### src/rtl/fetch_pkg.sv
// Shared definitions for the instruction-fetch stage: bus widths, exception
// codes, the NOP filler word, fetch FSM states and the delivered bundle type.
package fetch_pkg;

  localparam int ADDR_SIZE  = 31;
  localparam int INSTR_SIZE = 31;
  localparam int EX_WIDTH   = 3;

  localparam logic [EX_WIDTH:0] EX_NONE               = 4'd0;
  localparam logic [EX_WIDTH:0] EX_INSTR_MISALIGNED   = 4'd1;
  localparam logic [EX_WIDTH:0] EX_INSTR_ACCESS_FAULT = 4'd2;

  localparam logic [INSTR_SIZE:0] NOP_INSTR = 32'h0000_0013;

  typedef enum logic [1:0] {
    FS_IDLE,
    FS_REQ,
    FS_WAIT,
    FS_HALT
  } fetch_state_t;

  typedef struct packed {
    logic [ADDR_SIZE:0]  pc;
    logic [INSTR_SIZE:0] instr;
    logic [EX_WIDTH:0]   excep;
  } fetch_bundle_t;

endpackage

### src/rtl/fetch_buffer.sv
// One-entry holding register for a bundle delivered while decode is stalled.
module fetch_buffer
  import fetch_pkg::*;
(
  input  logic          clk,
  input  logic          reset,
  input  logic          load,
  input  logic          unload,
  input  logic          clear,
  input  fetch_bundle_t d,
  output fetch_bundle_t q,
  output logic          full
);

  always_ff @(posedge clk) begin
    if (reset) begin
      full <= 1'b0;
      q    <= '0;
    end else if (clear) begin
      full <= 1'b0;
    end else if (load) begin
      full <= 1'b1;
      q    <= d;
    end else if (unload) begin
      full <= 1'b0;
    end
  end

endmodule

### src/rtl/fetch.sv
// Instruction-fetch stage: owns the PC, issues one word request at a time and
// hands {PC, instruction, exception} bundles to decode.
module fetch
  import fetch_pkg::*;
#(
  parameter logic [ADDR_SIZE:0] RESET_PC       = 32'h0000_0000,
  parameter int                 TIMEOUT_CYCLES = 16
) (
  input  logic                clk,
  input  logic                reset,
  output logic                imem_req_valid,
  input  logic                imem_req_ready,
  output logic [ADDR_SIZE:0]  imem_req_addr,
  input  logic                imem_resp_valid,
  input  logic [INSTR_SIZE:0] imem_resp_data,
  input  logic                imem_resp_error,
  output logic [ADDR_SIZE:0]  PC_out,
  output logic [INSTR_SIZE:0] instr_out,
  output logic [EX_WIDTH:0]   excep_out,
  output logic                pipeline_out_valid,
  input  logic                stall,
  input  logic                flush,
  input  logic [ADDR_SIZE:0]  redirect_pc
);

  fetch_state_t        state, state_n;
  logic [ADDR_SIZE:0]  pc, pc_n;
  logic                drop, drop_n;
  logic                mis_pend, mis_pend_n;
  logic [7:0]          count, count_n;
  logic                deliver;
  fetch_bundle_t       deliv_bundle;
  fetch_bundle_t       buf_q;
  logic                buf_full;
  logic                handshake, in_flight, can_req, timeout, misaligned;

  assign imem_req_valid = (state == FS_REQ);
  assign imem_req_addr  = pc;
  assign handshake      = imem_req_valid && imem_req_ready;
  // A request is still owed a response while waiting or while a stale one is pending.
  assign in_flight      = (state == FS_WAIT) || drop;
  assign can_req        = !buf_full && !stall;
  assign timeout        = (state == FS_WAIT) && (count == 8'(TIMEOUT_CYCLES - 1));
  assign misaligned     = (redirect_pc[1:0] != 2'b00);

  always_ff @(posedge clk) begin
    if (reset) begin
      state    <= FS_IDLE;
      pc       <= RESET_PC;
      drop     <= 1'b0;
      mis_pend <= 1'b0;
      count    <= '0;
    end else begin
      state    <= state_n;
      pc       <= pc_n;
      drop     <= drop_n;
      mis_pend <= mis_pend_n;
      count    <= count_n;
    end
  end

  always_comb begin
    state_n      = state;
    pc_n         = pc;
    drop_n       = drop;
    mis_pend_n   = mis_pend;
    count_n      = count;
    deliver      = 1'b0;
    deliv_bundle = '{pc: pc, instr: NOP_INSTR, excep: EX_NONE};
    if (flush) begin
      pc_n       = redirect_pc;
      count_n    = '0;
      mis_pend_n = 1'b0;
      if (misaligned) begin
        state_n    = FS_HALT;
        mis_pend_n = 1'b1;
        drop_n     = (in_flight && !imem_resp_valid) || handshake;
      end else if (in_flight && imem_resp_valid) begin
        state_n = FS_REQ;
        drop_n  = 1'b0;
      end else if (in_flight || handshake) begin
        state_n = FS_WAIT;
        drop_n  = 1'b1;
      end else begin
        state_n = FS_REQ;
        drop_n  = 1'b0;
      end
    end else begin
      if (drop && imem_resp_valid && state != FS_WAIT) drop_n = 1'b0;
      case (state)
        FS_IDLE: if (can_req) state_n = FS_REQ;
        FS_REQ: begin
          if (handshake) begin
            state_n = FS_WAIT;
            count_n = '0;
          end
        end
        FS_WAIT: begin
          count_n = count + 8'd1;
          if (imem_resp_valid && drop) begin
            drop_n  = 1'b0;
            state_n = can_req ? FS_REQ : FS_IDLE;
          end else if ((imem_resp_valid && imem_resp_error) || (!imem_resp_valid && timeout)) begin
            deliver            = 1'b1;
            deliv_bundle.excep = EX_INSTR_ACCESS_FAULT;
            state_n            = FS_HALT;
          end else if (imem_resp_valid) begin
            deliver            = 1'b1;
            deliv_bundle.instr = imem_resp_data;
            pc_n               = pc + 32'd4;
            state_n            = can_req ? FS_REQ : FS_IDLE;
          end
        end
        FS_HALT: begin
          if (mis_pend) begin
            deliver            = 1'b1;
            deliv_bundle.excep = EX_INSTR_MISALIGNED;
            mis_pend_n         = 1'b0;
          end
        end
        default: state_n = FS_IDLE;
      endcase
    end
  end

  // Deliveries made while decode is stalled park in the buffer until stall drops.
  fetch_buffer u_buffer (
    .clk    (clk),
    .reset  (reset),
    .load   (deliver && stall),
    .unload (!stall && buf_full && !flush),
    .clear  (flush),
    .d      (deliv_bundle),
    .q      (buf_q),
    .full   (buf_full)
  );

  always_ff @(posedge clk) begin
    if (reset) begin
      pipeline_out_valid <= 1'b0;
      PC_out             <= '0;
      instr_out          <= NOP_INSTR;
      excep_out          <= EX_NONE;
    end else if (flush) begin
      pipeline_out_valid <= 1'b0;
    end else if (!stall) begin
      if (buf_full) begin
        {PC_out, instr_out, excep_out} <= buf_q;
        pipeline_out_valid             <= 1'b1;
      end else if (deliver) begin
        {PC_out, instr_out, excep_out} <= deliv_bundle;
        pipeline_out_valid             <= 1'b1;
      end else begin
        pipeline_out_valid <= 1'b0;
      end
    end
  end

endmodule
### config.mk
export PLATFORM = sky130hd
export DESIGN_NAME = fetch
export DESIGN_NICKNAME = d
export VERILOG_FILES = /design/src/rtl/fetch_pkg.sv /design/src/rtl/fetch_buffer.sv /design/src/rtl/fetch.sv
export SDC_FILE = /design/constraint.sdc
export NUM_CORES = 1
export LEC_CHECK = 0
export CAP_MARGIN = 20
export CORE_MARGIN = 2
export CORE_UTILIZATION = 56
export DETAILED_ROUTE_END_ITERATION = 6
export PLACE_DENSITY_LB_ADDON = 0.12
export SYNTH_ARGS = -nofsm -noshare
export SYNTH_HDL_FRONTEND = slang
export SYNTH_SLANG_ARGS = --single-unit
### constraint.sdc
create_clock -name clk -period 6.2 [get_ports clk]
set_clock_uncertainty 0.15 [all_clocks]
set_input_delay 0.93 -clock clk [delete_from_list [all_inputs] [get_ports clk]]
set_output_delay 0.93 -clock clk [all_outputs]
set_load 0.02 [all_outputs]
# Yosys cells after proc, flatten, opt, wreduce, memory -nomap -nowiden
# Index checks and enable logic that the tools add are counted.
op_classes:
  eq_ne: 11
  mux: 51
  reduce_logical: 35
  add_sub_neg: 2
  bitwise_logic: 2
op_table:
  columns: ["op", "n"]
  rows:
  - ["$mux W32", 12]
  - ["$mux W36", 1]
  - ["$add A32 B3 Y32 const B", 1]
  - ["$mux W1", 21]
  - ["$mux W2", 10]
  - ["$pmux W8 S2", 1]
  - ["$reduce_bool A2 Y1", 7]
  - ["$logic_and A1 B1 Y1", 12]
  - ["$add A8 B1 Y8 const B", 1]
  - ["$eq A8 B4 Y1 const B", 1]
  - ["$mux W4", 2]
  - ["$mux W8", 1]
  - ["$pmux W4 S2", 1]
  - ["$reduce_and A4 Y1", 2]
  - ["$ne A2 B2 Y1 const B", 3]
  - ["$pmux W2 S3", 1]
  - ["$ne A5 B3 Y1 const B", 1]
  - ["$eq A2 B2 Y1 const B", 2]
  - ["$logic_not A1 Y1", 4]
  - ["$logic_or A1 B1 Y1", 4]
  - ["$reduce_and A2 Y1", 2]
  - ["$reduce_bool A4 Y1", 1]
  - ["$ne A3 B1 Y1 const B", 1]
  - ["$ne A3 B3 Y1 const B", 1]
  - ["other kinds (7)", 8]
totals:
  out_inout_bits: 102
  inputBits: 71
  ff_bits: 182
  elab_cells: 114

# Logic depth before layout (Yosys ltp)
depth:
  word_depth: 10
  ltp_mapped: 11
  depth_no_buf: 7

# Cells and area by module
# A second synthesis with hierarchy kept.
unflattened:
  hier_cells: 1045
  hier_area_um2: 9156.3
by_module_without_submodules:
  columns: ["mod", "instances", "area_each_um2", "seq_area_each_um2", "cells_each"]
  rows:
  - ["fetch", 1, 6062.1, 2262.2, 732]
  - ["fetch_buffer", 1, 3094.2, 1381.3, 313]

# Least setup slack after synthesis
# OpenSTA, ideal clock, no wires.
synth_path:
  kind: "in2reg"
  from: "input imem_resp_valid"
  to: "register u_buffer.q[36] (netlist name)"
  t_required_ps: 5922
  path_buffers: 2
  setup_time_ps: 128
  arrival_time_ps: 2376
  stages: 7
  path_slack_ps: 3546
  path_cell_list: "nor2b_1 > or3b_4 > a2111oi_4 > buf_6 > buf_8 > mux2i_1 > nor2_1"
synth_between:
  elab_chain_cells: 9
  word_cells_on_any_way: 12
  classes_between: "mux: 5; reduce/logical: 7"
synth_lines:
  columns: ["element", "line_no", "text"]
  rows:
  - ["from (decl)", "fetch.sv:14", "input logic imem_resp_valid,"]
  - ["$logic_not A1 Y1", "fetch.sv:103", "end else if ((imem_resp_valid && imem_resp_error) || (!imem_resp_valid && timeout)) begin"]
  - ["$logic_and A1 B1 Y1", "fetch.sv:103", null]
  - ["$logic_or A1 B1 Y1", "fetch.sv:103", null]
  - ["$mux W1", "fetch.sv:103", null]
  - ["$mux W1 (*)", "fetch.sv:100", "if (imem_resp_valid && drop) begin"]
  - ["$pmux W1 S2 (*)", "fetch.sv:90", "case (state)"]
  - ["$mux W1 (*)", "fetch.sv:70", "if (flush) begin"]
  - ["$logic_and A1 B1 Y1 (*)", "fetch.sv:130", ".load (deliver && stall),"]
  - ["$reduce_and A2 Y1 (no line) (*)", null, null]
  - ["to (signal assigned)", "fetch_buffer.sv:18", "q <= '0;"]
  - ["to (signal assigned)", "fetch_buffer.sv:23", "q <= d;"]
  - ["to (decl)", "fetch_buffer.sv:11", "output fetch_bundle_t q,"]
# Mark *: on every way between the ends. The rest lies on a longest branch, timed or not.
# A chain may end at the register's enable or synchronous reset.

# Final worst setup path
layout_path:
  from: "input imem_resp_valid"
  to: "register excep_out[1]"
layout_between:
  elab_chain_cells: 9
  word_cells_on_any_way: 17
  classes_between: "mux: 10; reduce/logical: 7"
layout_lines:
  columns: ["element", "line_no", "text"]
  rows:
  - ["$logic_not A1 Y1", "fetch.sv:103", null]
  - ["$logic_and A1 B1 Y1", "fetch.sv:103", null]
  - ["$logic_or A1 B1 Y1", "fetch.sv:103", null]
  - ["$mux W1", "fetch.sv:103", null]
  - ["$mux W1", "fetch.sv:100", null]
  - ["$pmux W1 S2", "fetch.sv:90", null]
  - ["$mux W1", "fetch.sv:70", null]
  - ["$reduce_bool A2 Y1 (no line)", null, null]
  - ["$reduce_and A3 Y1 (no line)", null, null]
  - ["to (signal assigned)", "fetch.sv:148", "{PC_out, instr_out, excep_out} <= buf_q;"]
  - ["to (signal assigned)", "fetch.sv:151", "{PC_out, instr_out, excep_out} <= deliv_bundle;"]
  - ["to (decl)", "fetch.sv:19", "output logic [EX_WIDTH:0] excep_out,"]
# Parallel ways exist; a longest one is shown, timed or not. The select of a mux whose other input is x is not followed.

==> results.yml <==
clocking:
  cts_max_level: 4
  clk_path_buf_depth: 2
  cts_resized: 0
  cts_hold_buf: 0
  cts_root_buf: "clkbuf_16"
  postCtsSetupBuffers: 0
  clk_pin_slew_ns: 0.07
  clock_sinks: 178
  numCtsBuffers: 17
  cts_tree: "yes"
  clock_latency_ns: 0.44
flow_run:
  maxCapViolCount: 0
layout:
  final_common_cell: "dfxtp_1"
  final_cells: 1282
  nNetsFinal: 1162
  syn_to_final_growth_pct: 23.19
  layout_common_cells: "dfxtp_1 (177), clkdlybuf4s50_1 (168), nor2_1 (162)"
  drive_above_1_share_pct: 5.100
  antenna_cells: 0
place:
  hpwlAfterDp_um: 12660
  io_buffers: 170
  gp_congestion: 0.8253
  dpl.cell_count: 1250
routing:
  dr.pass1.iters: 5
  vias: 7118
  routed_wl_um: 20100
  wl_per_cell_um: 15.68
  drt_iter0_drc: 641
  drtAntennaViolNets: 0
  drt_drc_violations_left: 0
  via_per_inst: 5.552
global_route:
  track_usage_pct: 24.87
  busiest_layer: "met2"
  grt_max_degree: 104
  grt_pass1_vias: 6408
  met3_usage_pct: 6.031
  grtUsageMet1_pct: 34.07
  gr-usage-met2_pct: 38.66
  antenna_found_initial: 0
  grt_pass1_wl_um: 32350
  gr-total-overflow: 0
power_and_ir_drop:
  p_leak_nw: 3.448
  sw_frac_of_total_pct: 25.70
  pwr-share-seq_pct: 47.5
  peakVddDrop_v: 0.0002382
  pwr-share-comb_pct: 10.9
  clock_power_share_pct: 41.6
  intPower_mw: 1.875
  p_switching_mw: 0.6484
  powerDensity_nw_per_um2: 242.8
die:
  row_count: 44
  initial_core_util_pct: 57.61
  die_h_um: 126.7
  dieArea_um2: 16060
  ios: 173
  core_area_um2: 14640
  die_w_um: 126.7
setup_path:
  critical-path-max-stage-delay_ns: 0.68
  rrSetupSlack_ns: 2.65
  cp_max_fo: 68
  critPathKind: "in2reg"
  crit_start: "imem_resp_valid"
  critPathArrivalTime_ns: 3.78
  startpoint_type: "input port"
  crit_slowest_cell: "buf_4"
  timing.rr.start: "state[0]$_SDFFE_PP0P_"
  required_ns: 6.41
  cp_cell_sequence: "clkdlybuf4s50_1 -> nor2b_1 -> nor3b_1 -> o31a_2 -> buf_4 -> o211ai_1 -> a21oi_1"
  crit_path_end_kind: "flop"
synth:
  yosysSeqAreaShare_pct: 42.24
  yosysTopAreaCell: "dfxtp_1"
  syn_area_um2: 8437
  synth_area_leaders: "dfxtp_1 (42%), mux2i_1 (8.5%), nor2_1 (7.2%), a211oi_1 (5.6%), a21oi_1 (3.6%)"
  synthFlopType: "dfxtp_1"
  yosys_warnings: 0
  synth_top_cell_area_share_pct: 42.24
  async_flop_share_pct: 0
  synth_seq_cells: 178
  avgSynthCellArea_um2: 8.420
  synth.distinct_cells: 52
  synth_edf_count: 0
  synthesis.instances: 1002
sta:
  hold_viol: 0
  tightest_slew_ns: 1.004
  setup_violations: 0
  relSlewSlack_pct: 33.10
  fin_crit_sh_pct: 57.49
  slew_violations: 0
  rsz0062_at_grt: "false"
  min_period_ns: 3.565
  setup_tns_ns: 0
  fmax_ghz: 0.2805
outcome:
  outcome: "completed"
min_path:
  min_from: "instr_out[0]$_SDFFE_PP1P_"
  hold_class: "reg2reg"
synthesized netlist by cell type, types with 18 or more instances:
library cell,n
o21a_1,18
nand3_1,43
clkbuf_1,60
nor3_1,50
nor2_1,162
xnor2_1,18
nand2_1,61
nand2b_1,32
buf_4,34
inv_1,21
dfxtp_1,178
a211oi_1,63
mux2i_1,72
a21oi_1,61
worst paths after layout:
| check | endpoint | depth (start not counted) |
|---|---|---|
| max | excep_out[1]$_SDFFE_PP0P_ | 7 |
| min | instr_out[0]$_SDFFE_PP1P_ | 1 |
| max reg2reg | excep_out[1]$_SDFFE_PP0P_ | 8 |
| min reg2reg | instr_out[0]$_SDFFE_PP1P_ | 1 |
cells by family (layout without fill, tap and decap cells):
family	count (synthesis)	count (layout)	share of synthesized area, %
AOI/OAI and AO/OA	179	179	14.16
xor gates and xnor gates	33	33	3.426
adders and majority gates	6	6	0.8898
buffers and inverters	137	232	8.720
DFF	178	178	42.24
muxes	74	74	8.809
other	1	2	0.04445
and+or+nand+nor	394	394	21.71
through the flow:
| step | power (mW) | hold slack, ns | setup slack [ns] | utilization [%] | area (um2) |
|---|---|---|---|---|---|
| 2_1_floorplan | 1.391 | 0.2919 | 3.546 | - | 8441 |
| 3_3_place_gp | 1.491 | 0.2945 | 2.296 | 67.01 | 9813 |
| 3_5_place_dp | 1.494 | 0.3003 | 2.238 | 67.01 | 9813 |
| 4_1_cts | 2.538 | 0.3102 | 2.634 | 70.98 | 10390 |
| 5_1_grt | 2.618 | 0.3278 | 2.225 | 70.98 | 10390 |
| 6_report | 2.523 | 0.3116 | 2.635 | 70.98 | 10390 |
power by group through the flow:
stage               clock, mW  combinational [mW]  sequential [mW]
floorplan                   0               0.174             1.22
global placement            0               0.269             1.22
detailed placement          0               0.270             1.22
CTS                      1.07               0.274             1.20
global route             1.12               0.298             1.20
finish                   1.05               0.275             1.20
flip-flops by register name (all words and copies together), names as in the netlist:
register / flops
pipeline_out_valid: 1
PC_out: 32
state: 2
drop: 1
imem_req_addr: 32
instr_out: 32
excep_out: 2
u_buffer.full: 1
u_buffer.q: 66
count: 8
mis_pend: 1
per-layer routing:
layer	part of all wire, %	routed length (um)	vias up
li1	-	-	3592
met1	46	9292	3278
met2	46	9209	218
met3	5.8	1159	30
met4	2.2	435	0
met5	0	0	-
worst max-delay path, delay by kind of cell:
kind	cells	cell delay [ns]
and+or+nand+nor	2	0.67
buffers and inverters	2	1.24
AOI/OAI and AO/OA	3	0.92
cell type report:
| cell class | count | area, um2 |
|---|---|---|
| multi-input combinational | 688 | 4172 |
| clock buffer | 19 | 454.2 |
| inverter | 21 | 78.83 |
| tap | 184 | 230.2 |
| timing repair buffer | 179 | 1765 |
| clock inverter | 13 | 126.4 |
| fill | 1174 | 4250 |
| sequential | 178 | 3567 |
Power figures use the tool's default switching activity.
